### config.mk
export PLATFORM = sky130hd
export DESIGN_NAME = mem_stage
export DESIGN_NICKNAME = d
export VERILOG_FILES = /design/src/rtl/mem_stage.sv
export SDC_FILE = /design/constraint.sdc
export NUM_CORES = 1
export LEC_CHECK = 0
export CAP_MARGIN = 20
export CORE_MARGIN = 2
export CORE_UTILIZATION = 30
export DETAILED_ROUTE_END_ITERATION = 16
export GPL_ROUTABILITY_DRIVEN = 1
export PLACE_DENSITY = 0.69
export SLEW_MARGIN = 5
export SYNTH_ARGS = -nofsm -noshare
export SYNTH_HDL_FRONTEND = slang
export SYNTH_SLANG_ARGS = --single-unit
### constraint.sdc
create_clock -name clk -period 3.1 [get_ports clk]
set_input_delay 0.31 -clock clk [delete_from_list [all_inputs] [get_ports clk]]
set_output_delay 0.31 -clock clk [all_outputs]
set_load 0.01 [all_outputs]
### src/rtl/mem_stage.sv
// Pipeline MEM stage: data-memory request/grant/response handshake, load formatting, MEM/WB register.
// Optional build macro MEM_MISALIGN_TRAP_EN turns misaligned half/word accesses into errors.
module mem_stage #(
    parameter int unsigned MAX_WAIT = 255
) (
    input  logic        clk,
    input  logic        rst,
    input  logic        ex_valid_i,
    input  logic [31:0] ex_alu_result_i,
    input  logic [31:0] ex_store_data_i,
    input  logic [4:0]  ex_rd_addr_i,
    input  logic [31:0] ex_pc_plus4_i,
    input  logic        ex_reg_we_i,
    input  logic [1:0]  ex_wb_mux_sel_i,
    input  logic        ex_mem_read_i,
    input  logic        ex_mem_write_i,
    input  logic [2:0]  ex_funct3_i,
    output logic        mem_stall_o,
    output logic        dmem_req_o,
    output logic        dmem_we_o,
    output logic [31:0] dmem_addr_o,
    output logic [31:0] dmem_wdata_o,
    output logic [3:0]  dmem_be_o,
    input  logic        dmem_gnt_i,
    input  logic        dmem_rvalid_i,
    input  logic [31:0] dmem_rdata_i,
    output logic [31:0] wb_mem_rdata_o,
    output logic [31:0] wb_alu_result_o,
    output logic [31:0] wb_pc_plus4_o,
    output logic [4:0]  wb_rd_addr_o,
    output logic        wb_reg_we_o,
    output logic [1:0]  wb_wb_mux_sel_o,
    output logic        mem_err_o
);
    localparam int unsigned CntW = $clog2(MAX_WAIT + 1);

    typedef enum logic [1:0] {StIdle, StReq, StRsp} state_e;

    state_e          state_q, state_d;
    logic [CntW-1:0] cnt_q, cnt_d;

    logic        is_load, is_store, is_mem, f3_ok, bad;
    logic [1:0]  off;
    logic [3:0]  be;
    logic [31:0] wdata, shifted, load_data;
    logic        req, stall, complete, fail;

    // Access decode; EX/MEM inputs are held while stalled, so this stays valid for the whole access.
    always_comb begin
        is_load  = ex_mem_read_i;
        is_store = ex_mem_write_i & ~ex_mem_read_i;
        is_mem   = ex_valid_i & (is_load | is_store);
        case (ex_funct3_i)
            3'b000, 3'b001, 3'b010: f3_ok = 1'b1;
            3'b100, 3'b101:         f3_ok = is_load;
            default:                f3_ok = 1'b0;
        endcase
        case (ex_funct3_i[1:0])
            2'b00: begin
                off   = ex_alu_result_i[1:0];
                be    = 4'b0001 << off;
                wdata = {4{ex_store_data_i[7:0]}};
            end
            2'b01: begin
                off   = {ex_alu_result_i[1], 1'b0};
                be    = 4'b0011 << off;
                wdata = {2{ex_store_data_i[15:0]}};
            end
            default: begin
                off   = 2'b00;
                be    = 4'b1111;
                wdata = ex_store_data_i;
            end
        endcase
`ifdef MEM_MISALIGN_TRAP_EN
        bad = ~f3_ok
            | ((ex_funct3_i[1:0] == 2'b01) & ex_alu_result_i[0])
            | ((ex_funct3_i[1:0] == 2'b10) & (ex_alu_result_i[1:0] != 2'b00));
`else
        bad = ~f3_ok;
`endif
        shifted = dmem_rdata_i >> {off, 3'b000};
        case (ex_funct3_i)
            3'b000:  load_data = {{24{shifted[7]}}, shifted[7:0]};
            3'b001:  load_data = {{16{shifted[15]}}, shifted[15:0]};
            3'b100:  load_data = {24'b0, shifted[7:0]};
            3'b101:  load_data = {16'b0, shifted[15:0]};
            default: load_data = shifted;
        endcase
    end

    always_comb begin
        state_d  = state_q;
        cnt_d    = cnt_q;
        req      = 1'b0;
        stall    = 1'b0;
        complete = 1'b0;
        fail     = 1'b0;
        if (!rst) begin
            case (state_q)
                StIdle: begin
                    if (is_mem) begin
                        if (bad) begin
                            fail = 1'b1;
                        end else begin
                            req = 1'b1;
                            if (is_store && dmem_gnt_i) begin
                                complete = 1'b1;
                            end else begin
                                stall   = 1'b1;
                                cnt_d   = '0;
                                state_d = dmem_gnt_i ? StRsp : StReq;
                            end
                        end
                    end else if (ex_valid_i) begin
                        complete = 1'b1;
                    end
                end
                StReq, StRsp: begin
                    req = (state_q == StReq);
                    if ((state_q == StReq && is_store && dmem_gnt_i) ||
                        (state_q == StRsp && dmem_rvalid_i)) begin
                        complete = 1'b1;
                        state_d  = StIdle;
                    end else if (cnt_q == CntW'(MAX_WAIT - 1)) begin
                        // Timeout wins over a load grant arriving on the final allowed cycle.
                        fail    = 1'b1;
                        state_d = StIdle;
                    end else begin
                        stall = 1'b1;
                        cnt_d = cnt_q + CntW'(1);
                        if (state_q == StReq && dmem_gnt_i) state_d = StRsp;
                    end
                end
                default: state_d = StIdle;
            endcase
        end
    end

    assign mem_stall_o  = stall;
    assign dmem_req_o   = req;
    assign dmem_we_o    = req & is_store;
    assign dmem_addr_o  = req ? {ex_alu_result_i[31:2], 2'b00} : 32'b0;
    assign dmem_wdata_o = req ? wdata : 32'b0;
    assign dmem_be_o    = req ? be : 4'b0;

    always_ff @(posedge clk) begin
        if (rst) begin
            state_q         <= StIdle;
            cnt_q           <= '0;
            wb_mem_rdata_o  <= '0;
            wb_alu_result_o <= '0;
            wb_pc_plus4_o   <= '0;
            wb_rd_addr_o    <= '0;
            wb_reg_we_o     <= 1'b0;
            wb_wb_mux_sel_o <= '0;
            mem_err_o       <= 1'b0;
        end else begin
            state_q     <= state_d;
            cnt_q       <= cnt_d;
            wb_reg_we_o <= complete & ex_reg_we_i;
            mem_err_o   <= fail;
            if (complete) begin
                wb_mem_rdata_o  <= is_load ? load_data : 32'b0;
                wb_alu_result_o <= ex_alu_result_i;
                wb_pc_plus4_o   <= ex_pc_plus4_i;
                wb_rd_addr_o    <= ex_rd_addr_i;
                wb_wb_mux_sel_o <= ex_wb_mux_sel_i;
            end
        end
    end

endmodule
Yosys cells after proc, flatten, opt, wreduce, memory -nomap -nowiden

Index checks and enable logic that the tools add are counted.
W data, S select, Z words.

ROM bits: 0
Register bits after elaboration: 115
Latch bits: 0
Memories kept: 0
Input bits: 146
Word-level logic and storage cells: 94
Memory bits (writable): 0
Output and inout bits: 176

Bitwise operators: 6
Equality and inequality tests: 14
Add/subtract/negate cells: 1
Muxes and demuxes: 46
$mul: 0
Reduce and logical (&&, ||, !) cells: 15
Div/mod/pow operators: 0
Shifts and indexed selects: 3
Order comparisons: 0

Operator list:

| kind                  | count |
|---|---|
| $pmux W32 S4          | 1 |
| $mux W32              | 3 |
| $pmux W32 S2          | 1 |
| $mux W8               | 5 |
| $shr A32 B5 Y32       | 1 |
| $mux W1               | 19 |
| $pmux W8 S2           | 1 |
| $mux W2               | 7 |
| $ne A2 B2 Y1 const B  | 5 |
| $pmux W1 S2           | 5 |
| $add A8 B1 Y8 const B | 1 |
| $eq A8 B8 Y1 const B  | 1 |
| $pmux W2 S2           | 2 |
| $pmux W4 S2           | 1 |
| $eq A3 B3 Y1 const B  | 2 |
| $reduce_and A6 Y1     | 1 |
| $logic_and A1 B1 Y1   | 5 |
| $and A1 B1 Y1         | 4 |
| $eq A2 B1 Y1 const B  | 2 |
| $logic_not A2 Y1      | 2 |
| $mux W4               | 1 |
| $ne A4 B4 Y1 const B  | 1 |
| $reduce_and A4 Y1     | 1 |
| $reduce_or A2 Y1      | 2 |
| 11 further kinds      | 11 |

Depth between registers and ports, before layout

Gate-level depths: netlist of the first run.

Word-level depth: 9
Depth in mapped cells: 10

Worst setup path after synthesis of the first run

No wires, ideal clock.

Path kind: register to output
Start: register state_q[0]
End: output dmem_addr_o[11]
Arrival: 1,762 ps
Required time: 2,790 ps
Stages on the path, launching flop included: 10
Path slack: 1,028 ps
Path buffers: 3
Cell sequence: dfxtp_1 > inv_1 > ha_1 > buf_2 > and2_1 > nand4_1 > a21o_1 > buf_2 > buf_1 > nor2_1

Longest elaborated chain between the ends: 5

RTL lines:

| what                                         | line     | RTL |
|---|---|---|
| start: declaration                           | 39       | `state_e state_q, state_d;` |
| start signal: assignment                     | 149      | `state_q <= StIdle;` |
| start signal: assignment                     | 159      | `state_q <= state_d;` |
| $eq A2 B1 Y1 or $eq A2 B2 Y1 (tied branches) | 100, 120 |  |
| $reduce_or A2 Y1                             | 100      | `case (state_q)` |
| $pmux W1 S2 (*)                              | 100      |  |
| $mux W1 (*)                                  | 99       | `if (!rst) begin` |
| $mux W32 (*)                                 | 143      | `assign dmem_addr_o = req ? {ex_alu_result_i[31:2], 2'b00} : 32'b0;` |
| end: declaration                             | 21       | `output logic [31:0] dmem_addr_o,` |

Mark *: on every way between the ends. The rest lies on a longest branch, timed or not.

Worst setup path in the final report of the first run

Start: register state_q[0]
End: output dmem_wdata_o[12]

Longest elaborated chain between the ends: 5

RTL lines:

| what                                         | line     | RTL |
|---|---|---|
| $eq A2 B1 Y1 or $eq A2 B2 Y1 (tied branches) | 100, 120 |  |
| $reduce_or A2 Y1                             | 100      |  |
| $pmux W1 S2 (*)                              | 100      |  |
| $mux W1 (*)                                  | 99       |  |
| $mux W32 (*)                                 | 144      | `assign dmem_wdata_o = req ? wdata : 32'b0;` |
| end: declaration                             | 22       | `output logic [31:0] dmem_wdata_o,` |

Marks and branches as above.

==> flow_metrics.tcl, run 1 <==
set metrics [dict create \
    grt_pass1_vias 6481 \
    hpwl_mm 17.1 \
    n_antenna_cell 0 \
    hold_viol 0 \
    relSlewSlack_pct 44.4 \
    grt_max_degree 96 \
    port_buffers 319 \
    synth_cell_type_count 62 \
    netlist_top_cells_count "dfxtp_1 (115), o211ai_1 (95), inv_1 (80), nor2_1 (80), o21ai_0 (67)" \
    cap_viol_max_count 0 \
    r2r_setup_slack_ns 0.72 \
    synth_seq_area_share_pct 38.5 \
    async_reset_ff_share_pct 0 \
    status "finished clean" \
    dieArea_sq_um 21100 \
    postPlaceCellArea_sq_um 9420 \
    drtIter0Drc 405 \
    fp-row-count 51 \
    cts-hold-fix-buffers 0 \
    p_per_area_nw_per_um2 576 \
    path_class "flop to primary output" \
    drive_above_1_share_pct 7.42 \
    drc 0 \
    via_per_inst 5.09 \
    wl_per_cell_um 17.7 \
    ctsResizeCount 0 \
    cp_max_fo 41 \
    yosys.cell_count.top_type "dfxtp_1" \
    grt_setup_unrepaired "no" \
    yosys_most_used_dff "dfxtp_1" \
    tns_ns 0 \
    worst-slew-pin-transition_ns 0.834 \
    vias 6692 \
    yosysTopAreaCell "dfxtp_1" \
    overflow 0 \
    cp-start-kind "flop" \
    leakagePower_nw 3.88 \
    syn2layout_area_growth_pct 69.2 \
    initial_core_util_pct 30.6 \
    synth_top_area_share_pct 38.5 \
    finish.instance_area_sq_um 10100 \
    post_cts.repair.setup_buffers 0 \
    rr_startpoint "state_q[0]" \
    nNetsFinal 1190 \
    synth_top_family_by_area "compound AO/OA/AOI/OAI gates" \
    cts_root_buffer "clkbuf_16" \
    cts_tree "done" \
    routed_wl_mm 23.2 \
    numCtsBuffers 17 \
    fin_worst_skew_ns 0.00584 \
    clockBufferDepth 2 \
    worstHoldPathType "input port to flop" \
    avgSynthCellArea_sq_um 8.02 \
    clock-sinks 115 \
    synth_edf_count 0 \
    io_pins 322 \
    synth_compound_area_share_pct 30.7 \
    critPathLaunch "state_q[0]" \
    crit_arrival_ns 2.61 \
    final_antenna_net_count 0 \
    ys_warn_count 0 \
    crit_required_ns 2.79 \
    period_needed_ns 2.92 \
    setup_viol 0 \
    firstDrtPassIters 5 \
    yosys_register_bits 115 \
    timing.final.crit_share_pct 94.2 \
    crit_path_end_kind "primary output" \
    cts_htree_levels 4 \
    gp_congestion 0.795 \
    synthTopCellsByArea "dfxtp_1 (39%), o211ai_1 (12%), o21ai_0 (5.6%)" \
    slew_viol_final 0 \
    yosys.area_share.adder_pct 1.26 \
    syn_inst 745 \
    peakVddDrop_uv 253 \
    min_from "ex_reg_we_i" \
    synth_area_sq_um 5970 \
    track_usage_pct 21.5 \
    synthSimpleGateAreaFrac_pct 13.3 \
    fp.coreArea_sq_um 19500 \
    fillCellCount 1889 \
    clk_latency_ns 0.42 \
    die_h_um 145 \
    synth.area.mux_share_pct 5.91 \
    antenna_found_initial 0 \
    synth_xor_area_share_pct 0 \
    dieWidth_um 145 \
    path_clk_slew_ns 0.06 \
    fmaxAchievable_mhz 343 \
    grt_pass1_wl_mm 36.1 \
]
==> worst max-delay path, cell delays in order (launching register included) <==
cell	delay, ns
dfxtp_1	0.37
inv_1	0.15
ha_1	0.19
and2_1	0.17
nand4_1	0.13
a21o_4	0.29
buf_12	0.18
a21oi_1	0.14
clkdlybuf4s50_1	0.56
==> final timing paths <==
check | endpoint | depth (start not counted)
worst max-delay path | dmem_wdata_o[12] | 8
worst min register to register | cnt_q[5] | 2
worst max register to register | wb_pc_plus4_o[14] | 9
worst min-delay path | wb_reg_we_o | 3
==> stage by stage <==
stage	power [mW]	worst slack, ns	util, %	hold slack, ns	instances
6_report	5.82	0.181	51.8	0.414	1316
5_1_grt	6.11	0.0114	51.8	0.408	1316
4_1_cts	5.86	0.0754	51.7	0.392	1315
3_5_place_dp	3.64	0.219	48.3	0.465	1283
3_3_place_gp	3.62	0.289	48.3	0.461	1283
2_1_floorplan	2.67	1.03	-	0.422	746
==> layout by cell type (no fill, tap or decap), types with 5 or more instances in the layout <==
cell type,synthesis,layout
dfxtp_1,115,115
nand3_1,7,7
mux2i_1,24,24
a22o_1,5,5
o311ai_1,6,6
inv_1,80,79
and2_1,9,9
o21ai_0,67,67
o211ai_1,95,95
clkinvlp_4,0,6
nand2_1,30,30
mux4_2,5,5
bufinv_16,0,5
nor2_1,80,80
o21ai_1,20,20
a21oi_1,33,33
buf_4,2,20
o31ai_1,18,18
ha_1,6,5
clkdlybuf4s50_1,0,318
nand4_1,12,12
a22oi_1,6,6
clkbuf_16,0,17
==> kinds of logic after synthesis <==
kind of cell    Yosys count
mux                      29
other cells               1
fa+ha+maj                 6
flops                   115
compound gates          276
buf+inv                 152
simple gates            166
==> cell type report <==
| type | instances | area [sq um] | area share, % |
|---|---|---|---|
| well taps | 265 | 332 | 3.28 |
| multi-input cells | 479 | 3090 | 30.6 |
| inverters | 82 | 312 | 3.08 |
| repair buffers | 342 | 3400 | 33.6 |
| clock buffers | 20 | 467 | 4.62 |
| flip-flops and latches | 115 | 2300 | 22.8 |
| repair inverters | 1 | 7.51 | 0.0742 |
| clock inverters | 12 | 203 | 2.00 |
==> power breakdown <==
group          internal, mW  switching, mW
combinational         0.913           1.00
clock                  1.49          0.708
sequential             1.62         0.0877
total                  4.03           1.80
==> layer usage <==
metal	vias up	wire (um)	GRT usage, %
li1	3258	-	-
met1	3132	9840	26.4
met2	266	11300	35.8
met3	36	1490	5.66
met4	0	623	8.43
met5	-	0	0
==> state kept, by name (all words and copies together) (netlist names) <==
name	cells
wb_alu_result_o	32
wb_mem_rdata_o	32
wb_pc_plus4_o	32
cnt_q	8
wb_rd_addr_o	5
state_q	2
wb_wb_mux_sel_o	2
mem_err_o	1
wb_reg_we_o	1
Power figures use the tool's default switching activity.
==> run 2, diff against run 1 <==
--- a/config.mk
+++ b/config.mk
@@ -6,7 +6,6 @@
 export NUM_CORES = 1
 export LEC_CHECK = 0
 export CAP_MARGIN = 20
-export CORE_MARGIN = 2
 export CORE_UTILIZATION = 30
 export DETAILED_ROUTE_END_ITERATION = 16
 export GPL_ROUTABILITY_DRIVEN = 1
==> flow_metrics.tcl, run 2 (synthesis gave the netlist of run 1 again) <==
set metrics [dict create \
    initial_core_util_pct 30.7 \
    fin_worst_skew_ns 0.00660 \
    dp.cells 1281 \
    cp_num_buf_inv 3 \
    fin_cells 1313 \
    io_pins 322 \
    grt_setup_unrepaired "yes" \
    post_cts.repair.setup_buffers 0 \
    fp-row-count 51 \
    dieArea_sq_um 20500 \
    via_per_inst 5.14 \
    worst-slew-pin-transition_ns 0.754 \
    numCtsBuffers 17 \
    track_usage_pct 22.5 \
    fp.coreArea_sq_um 19500 \
    cp_top_family "buffers and inverters" \
    crit_required_ns 2.79 \
    cts_htree_levels 4 \
    grt_max_degree 104 \
    p_per_area_nw_per_um2 568 \
    drive_above_1_share_pct 6.97 \
    final_common_cell "clkdlybuf4s50_1" \
    multiInputGateArea_sq_um 3080 \
    postPlaceCellArea_sq_um 9430 \
    port_buffers 319 \
    overflow 0 \
    crit_path_end_kind "primary output" \
    hpwl_mm 16.8 \
    die_h_um 143 \
    relSlewSlack_pct 49.7 \
    cts-hold-fix-buffers 0 \
    clock-sinks 115 \
    cp_slowest_stage_delay_ns 0.53 \
    final_cell_mix "clkdlybuf4s50_1 (317), dfxtp_1 (115), o211ai_1 (95), inv_1 (80), nor2_1 (80)" \
    path_class "flop to primary output" \
    firstDrtPassIters 4 \
    layout.core_utilization_pct 51.8 \
    hold_viol 0 \
    drtIter0Drc 379 \
    tns_ns 0 \
    seq_area_sq_um 2300 \
    fillCellCount 1864 \
    path_clk_slew_ns 0.06 \
    dieWidth_um 143 \
    finish.instance_area_sq_um 10100 \
    clk_latency_ns 0.42 \
    worstHoldPathType "input port to flop" \
    clockBufferDepth 2 \
    final_antenna_net_count 0 \
    cts_root_buffer "clkbuf_16" \
    reg_top3 "wb_alu_result_o (32), wb_mem_rdata_o (32), wb_pc_plus4_o (32)" \
    gp_congestion 0.827 \
    ctsResizeCount 0 \
    cap_viol_max_count 0 \
    cp_max_fo 10 \
    status "finished clean" \
    crit_slowest_cell "clkdlybuf4s50_1" \
    slew_viol_final 0 \
    cp-start-kind "flop" \
    cp_cell_sequence "inv_1 > ha_1 > and2_1 > nand4_1 > a21o_2 > inv_1 > and3_1 > clkdlybuf4s50_1" \
    antenna_found_initial 1 \
    vias 6746 \
    setup_viol 0 \
    syn2layout_area_growth_pct 68.6 \
    drc 0 \
    wl_per_cell_um 17.8 \
    timing.final.crit_share_pct 96.1 \
    fmaxAchievable_mhz 336 \
    crit_path_frequent_cell "inv_1" \
    grt_pass1_wl_mm 35.1 \
    n_antenna_cell 0 \
    routed_wl_mm 23.3 \
    grt_pass1_vias 6221 \
    leakagePower_nw 3.91 \
    peakVddDrop_uv 261 \
    crit_arrival_ns 2.67 \
    nNetsFinal 1187 \
    cts_tree "done" \
    period_needed_ns 2.98 \
]
==> run 2: changes by cell type in the layout (fill, tap and decap cells not counted) <==
cell,change
a21o_4,-1
clkdlybuf4s50_1,-1
a21o_2,+1
buf_12,+2
buf_4,-4
bufinv_16,-1
clkinv_4,+2
inv_1,+1
clkinv_2,+1
dlymetal6s2s_1,+1
clkbuf_1,+1
clkinvlp_4,-4
clkbuf_8,-1
==> run 2: worst paths after layout <==
| kind | start | end | slack, ns | depth (start not counted) |
|---|---|---|---|---|
| worst max-delay path | state_q[0] | dmem_be_o[0] | 0.12 | 8 |
| worst min-delay path | ex_reg_we_i | wb_reg_we_o | 0.42 | 3 |
| worst max register to register | state_q[0] | wb_mem_rdata_o[26] | 0.60 | 8 |
| worst min register to register | cnt_q[5] | cnt_q[5] | 0.46 | 2 |
==> run 2: routing by layer <==
| metal | vias to the layer above | routed length [um] | track usage, % |
|---|---|---|---|
| met5 | - | 13 | 0 |
| met4 | 2 | 197 | 4.92 |
| met3 | 20 | 1890 | 7.01 |
| met2 | 270 | 11400 | 37.8 |
| met1 | 3205 | 9780 | 27.9 |
| li1 | 3249 | - | - |
==> run 2: power breakdown <==
group	leakage (nW)	switching (mW)	internal (mW)
registers	0.932	0.0900	1.62
logic	2.67	0.994	0.909
clock network	0.306	0.715	1.39
==> run 2: worst reg2reg max path: stages (launching register included) <==
cell	delay (ns)
dfxtp_1	0.44
inv_1	0.14
ha_1	0.35
inv_1	0.11
a21oi_4	0.32
a21oi_4	0.07
nand2b_4	0.42
buf_12	0.32
o31ai_1	0.23
==> run 2: area by class of cell <==
type	instances	share of cell area [%]
Clock buffer	20	4.53
Clock inverter	12	1.79
Inverter	82	3.06
Multi-Input combinational cell	479	30.6
Sequential cell	115	22.9
Tap cell	265	3.29
Timing Repair Buffer	340	33.9
==> run 2: through the flow <==
step           setup slack, ns  total power, mW  hold WS (ns)
2_1_floorplan             1.03             2.67         0.422
3_3_place_gp             0.267             3.63         0.457
3_5_place_dp             0.243             3.65         0.462
4_1_cts                 0.0580             5.78         0.405
5_1_grt                -0.0318             6.03         0.441
6_report                 0.122             5.72         0.419
